===== config.mk =====
export PLATFORM = sky130hd
export DESIGN_NAME = udp_checksum_gen
export DESIGN_NICKNAME = d
export VERILOG_FILES = /design/src/rtl/udp_checksum_gen.sv
export SDC_FILE = /design/constraint.sdc
export NUM_CORES = 1
export LEC_CHECK = 0
export ABC_AREA = 1
export CORE_MARGIN = 5
export CORE_UTILIZATION = 45
export CTS_CLUSTER_DIAMETER = 100
export DETAILED_ROUTE_END_ITERATION = 12
export PLACE_DENSITY = 0.68
export SLEW_MARGIN = 20
export SYNTH_ARGS = -nofsm -noshare
export SYNTH_HDL_FRONTEND = slang
export SYNTH_SLANG_ARGS = --single-unit

===== constraint.sdc =====
create_clock -name i_clk -period 2.6 [get_ports i_clk]
set_clock_uncertainty 0.05 [all_clocks]
set_input_delay 0.78 -clock i_clk [delete_from_list [all_inputs] [get_ports i_clk]]
set_output_delay 0.78 -clock i_clk [all_outputs]
set_load 0.01 [all_outputs]

===== src/rtl/udp_checksum_gen.sv =====
// udp_checksum_gen
// Transmit-side UDP checksum generator. Accumulates a packet of 16-bit
// big-endian words into a 32-bit sum. It then folds the carries back in
// twice and presents the ones'-complement result with a valid/ready handshake.
// INIT_SUM lets a precomputed pseudo-header partial sum be folded into the
// first word of every packet.

module udp_checksum_gen #(
    parameter logic [15:0] INIT_SUM = 16'h0000
) (
    input  logic        i_clk,
    input  logic        i_rst,
    input  logic [15:0] i_word,
    input  logic        i_valid,
    input  logic        i_last,
    input  logic        i_odd,
    output logic        o_ready,
    output logic [15:0] o_checksum,
    output logic        o_checksum_valid,
    input  logic        i_checksum_ready,
    output logic [15:0] o_word_count
);

    typedef enum logic [2:0] {
        IDLE,
        ACCUM,
        FOLD1,
        FOLD2,
        OUT
    } state_t;

    state_t      state;
    state_t      state_next;

    logic [31:0] sum;
    logic        word_xfer;
    logic        csum_xfer;
    logic [15:0] word_eff;
    logic [16:0] fold1_sum;
    logic [15:0] fold2_f;
    logic [15:0] fold2_c;

    // The word-side handshake depends only on state, so o_ready never
    // combinationally follows i_valid.
    assign o_ready   = (state == IDLE) || (state == ACCUM);
    assign word_xfer = i_valid && o_ready;
    assign csum_xfer = o_checksum_valid && i_checksum_ready;

    // On an odd-length final word, only the high byte is payload.
    // The low byte is zero padding.
    assign word_eff  = (i_odd && i_last) ? {i_word[15:8], 8'h00} : i_word;

    // First fold: the 32-bit sum becomes at most 17 bits. Second fold: the
    // remaining carry goes back in. After the first fold, sum[15:0] is at most
    // 16'hFFFE whenever sum[16] is set, so the second fold cannot carry out.
    assign fold1_sum = {1'b0, sum[15:0]} + {1'b0, sum[31:16]};
    assign fold2_f   = sum[15:0] + {15'h0000, sum[16]};
    assign fold2_c   = ~fold2_f;

    // State register; reset drops any packet in progress back to IDLE.
    always_ff @(posedge i_clk or posedge i_rst) begin
        if (i_rst) begin
            state <= IDLE;
        end else begin
            state <= state_next;
        end
    end

    // Next-state logic: accept words until the last one, run two fold cycles,
    // then wait for the downstream to take the checksum.
    always_comb begin
        state_next = state;
        case (state)
            IDLE: begin
                if (word_xfer) begin
                    state_next = i_last ? FOLD1 : ACCUM;
                end
            end
            ACCUM: begin
                if (word_xfer && i_last) begin
                    state_next = FOLD1;
                end
            end
            FOLD1: begin
                state_next = FOLD2;
            end
            FOLD2: begin
                state_next = OUT;
            end
            OUT: begin
                if (csum_xfer) begin
                    state_next = IDLE;
                end
            end
            default: begin
                state_next = IDLE;
            end
        endcase
    end

    // The accumulator loads the seed with the first word, adds later words,
    // is folded down in FOLD1 and is cleared once the checksum has been taken.
    always_ff @(posedge i_clk or posedge i_rst) begin
        if (i_rst) begin
            sum <= 32'h0000_0000;
        end else begin
            case (state)
                IDLE: begin
                    if (word_xfer) begin
                        sum <= {16'h0000, INIT_SUM} + {16'h0000, word_eff};
                    end
                end
                ACCUM: begin
                    if (word_xfer) begin
                        sum <= sum + {16'h0000, word_eff};
                    end
                end
                FOLD1: begin
                    sum <= {15'h0000, fold1_sum};
                end
                OUT: begin
                    if (csum_xfer) begin
                        sum <= 32'h0000_0000;
                    end
                end
                default: begin
                    sum <= sum;
                end
            endcase
        end
    end

    // The word counter restarts at 1 on a packet's first word and saturates.
    // It keeps the last packet's count until the next packet begins.
    always_ff @(posedge i_clk or posedge i_rst) begin
        if (i_rst) begin
            o_word_count <= 16'h0000;
        end else if (word_xfer) begin
            if (state == IDLE) begin
                o_word_count <= 16'h0001;
            end else if (o_word_count != 16'hFFFF) begin
                o_word_count <= o_word_count + 16'h0001;
            end
        end
    end

    // A zero complement is sent as 16'hFFFF, because zero on the wire means
    // "no checksum". The value stays on o_checksum after the handshake.
    always_ff @(posedge i_clk or posedge i_rst) begin
        if (i_rst) begin
            o_checksum       <= 16'h0000;
            o_checksum_valid <= 1'b0;
        end else if (state == FOLD2) begin
            o_checksum       <= (fold2_c == 16'h0000) ? 16'hFFFF : fold2_c;
            o_checksum_valid <= 1'b1;
        end else if ((state == OUT) && csum_xfer) begin
            o_checksum_valid <= 1'b0;
        end
    end

endmodule


==> out/qor.csv <==
metric;value;unit
layout-drive-gt1-share;0.170;
port_buffers;55;
worst-path-max-fanout;5;
clock_latency;0.35;ns
internal-power;4.10;mW
synth_xor_area_frac;0.0147;
critPathKind;primary input to flip-flop;
antenna_found_initial;0;
synth_top_family_by_area;simple AND/OR/NAND/NOR gates;
grt_usage;0.228;
synthAdderAreaFrac;0.0780;
swShare;0.479;
clkTransAtPathRegs;0.05;ns
synth-edff-count;0;
core;13100;sq um
synth_area_leaders;dfrtp_1 (29%), nand2_1 (22%), inv_1 (7.7%);
htreeDepth;3;
report.final.slew_viol_count;0;
cts_root_buf;clkbuf_16;
synth_cells;959;
period_needed;2.53;ns
fin_setup_tns;0;ns
ir_worst_vdd;0.486;mV
cts_hold_buf;0;
holdCritPathClass;flip-flop to flip-flop;
cts_tree;yes;
drv_cap;0;
die_w;125;um
finalPower;7.87;mW
ios;56;
die_y;125;um
finalCritPeriodShare;0.974;
grt_max_degree;69;
cts_buffer_depth;2;
synth.mux.area_fraction;0;
dominantRegCellSynth;dfrtp_1;
pre_cts_ws;-0.734;ns
cp-end-kind;flip-flop;
route.detailed.drc;0;
wl_per_cell;14.3;um
gr-usage-met1;0.319;
seqPwrFrac;0.226;
setup_violations;0;
ys_seq_area_frac;0.285;
yosysUniqueCellTypes;41;
synth_warnings;0;
cellPowerDensity;1000;nW/um^2
yosysMostFrequentCell;nand2_1;
diodes;0;
hold_violations;0;
rsz0062_at_grt;true;
overflow;0;
pwr-share-clk;0.148;
avgSynthCellArea;6.22;sq um
drt_iter0_markers;504;
fp-row-count;42;
detail-route-antenna-nets;0;
ys_ff_latch;68;
worstPathRequired;2.77;ns
synth_top_area_cell;dfrtp_1;
start_util;0.454;
synth_area;5970;sq um
comb_power_share;0.626;
fin_ws;0.0671;ns
status;finished clean;
gp_congestion;0.960;
p_switching;3.77;mW
dp_hpwl;13.9;mm
yosys.area_share.simple;0.430;
finalWirelength;18.2;mm
cts_inserted_buffers;9;
synth_common_cells;nand2_1 (349), inv_1 (122), nor2_1 (86), nand3_1 (74), dfrtp_1 (68);
vias;6558;
cp-start-kind;primary input;
p_leak;3.92;nW
max_freq;0.395;GHz
synth.top_cell.area_share;0.285;
final_util;0.598;
grt_pass1_wl;29.0;mm
synth_async_sr_flop_share;1.00;
dr.pass1.iters;6;
drt-vias-per-instance;5.15;
synth_nets;1017;
area_growth;31.6;%
worst_pin_slew;0.527;ns
maxSlewHeadroom;0.648;
fillers;1248;
grtUsageMet2;0.363;
grtUsageMet3;0.0328;
final_nets;1150;
die-area;15700;sq um
cp.arrival;2.70;ns
grt_pass1_vias;6022;
clkSinkCount;68;
grt_busiest_layer;met2;
synth_compound_area_frac;0.101;
==> state kept, by name, indices dropped and copies added (netlist names) <==
signal,cells
o_word_count,16
o_checksum_valid,1
state,3
sum,32
o_checksum,16
==> layout make-up <==
type / instances / area, sq um / area share
multi-input cells: 750 / 4000 / 0.510
flip-flops and latches: 68 / 1700 / 0.217
repair buffers: 133 / 1150 / 0.147
inverters: 130 / 495 / 0.0631
clock buffers: 11 / 243 / 0.0309
well taps: 176 / 220 / 0.0280
clock inverters: 5 / 36.3 / 0.00462
==> stage by stage <==
step | area, sq um | hold WS, ns | cells
final | 7860 | 0.430 | 1273
after global routing | 7860 | 0.446 | 1273
after CTS | 7560 | 0.431 | 1264
after detailed placement | 7210 | 0.416 | 1246
after global placement | 7210 | 0.415 | 1246
after floorplan | 5980 | 0.465 | 959
==> layout by cell type, fill, tap and decap left out, types with 4 or more instances in the layout <==
cell and count:
buf_4 76, nor3_1 18, nor2_2 13, ha_4 10, nand2_4 4, dfrtp_1 67, nand3_2 4, xor2_1 9
a21oi_1 49, o21ai_0 32, inv_1 116, nand2_2 26, nand3b_1 11, o21ai_1 8, inv_2 11, nor2_4 9
nand2_1 329, nand4_1 20, clkdlybuf4s50_1 50, clkbuf_16 9, nand3_1 71, nor2_1 77, ha_1 23, a21oi_2 4
==> worst paths after layout <==
check | from | to | slack, ns | cells after the start
max in group asynchronous | i_rst | sum[0]$_DFFE_PP0P_ | 1.40 | 3
setup reg to reg | sum[0]$_DFFE_PP0P_ | sum[16]$_DFFE_PP0P_ | 0.24 | 15
setup / recovery | i_word[3] | sum[6]$_DFFE_PP0P_ | 0.07 | 14
min in group asynchronous | i_rst | o_checksum[7]$_DFFE_PP0P_ | 0.79 | 3
hold / removal | o_checksum[12]$_DFFE_PP0P_ | o_checksum[12]$_DFFE_PP0P_ | 0.43 | 2
hold reg to reg | o_checksum[12]$_DFFE_PP0P_ | o_checksum[12]$_DFFE_PP0P_ | 0.43 | 2
==> cell families (layout without fill, tap and decap cells) <==
| logic type | after synthesis | count (layout) |
|---|---|---|
| AND/OR/NAND/NOR | 592 | 592 |
| buffers and inverters | 141 | 279 |
| AO/OA/AOI/OAI | 112 | 112 |
| flip-flops | 68 | 68 |
| adder cells (fa/ha/maj) | 36 | 36 |
| XOR/XNOR | 10 | 10 |
==> per-layer routing <==
| layer | up-vias | wire (um) |
|---|---|---|
| met1 | 2991 | 8590 |
| met5 | - | 0 |
| met3 | 22 | 1070 |
| met2 | 190 | 8250 |
| li1 | 3355 | - |
| met4 | 0 | 327 |
==> critical path, cell delays in order <==
cell and delay [ns]:
clkdlybuf4s50_1 0.45, inv_1 0.07, nor2_4 0.13, ha_4 0.23, buf_4 0.14, nand2_2 0.08
nor2_2 0.05, nand2_1 0.07, nand2_2 0.06, or2_2 0.28, nand2_2 0.07, o21ai_1 0.06
o21ai_1 0.14, o21ai_1 0.09
==> timing repair <==
action                                  in CTS  in global routing
buffers inserted                             2                  9
pin swaps                                    8                 22
resized for setup                           26                 54
endpoints found under the setup margin      30                 26
==> power by group through the flow <==
stage	logic, mW	clock network, mW	registers [mW]
global placement	4.54	0	1.75
CTS	4.63	1.19	1.74
global route	5.46	1.23	1.81
finish	4.93	1.17	1.78
detailed placement	4.56	0	1.75
floorplan	2.72	0	1.73
(Power assumes the default switching activity.)
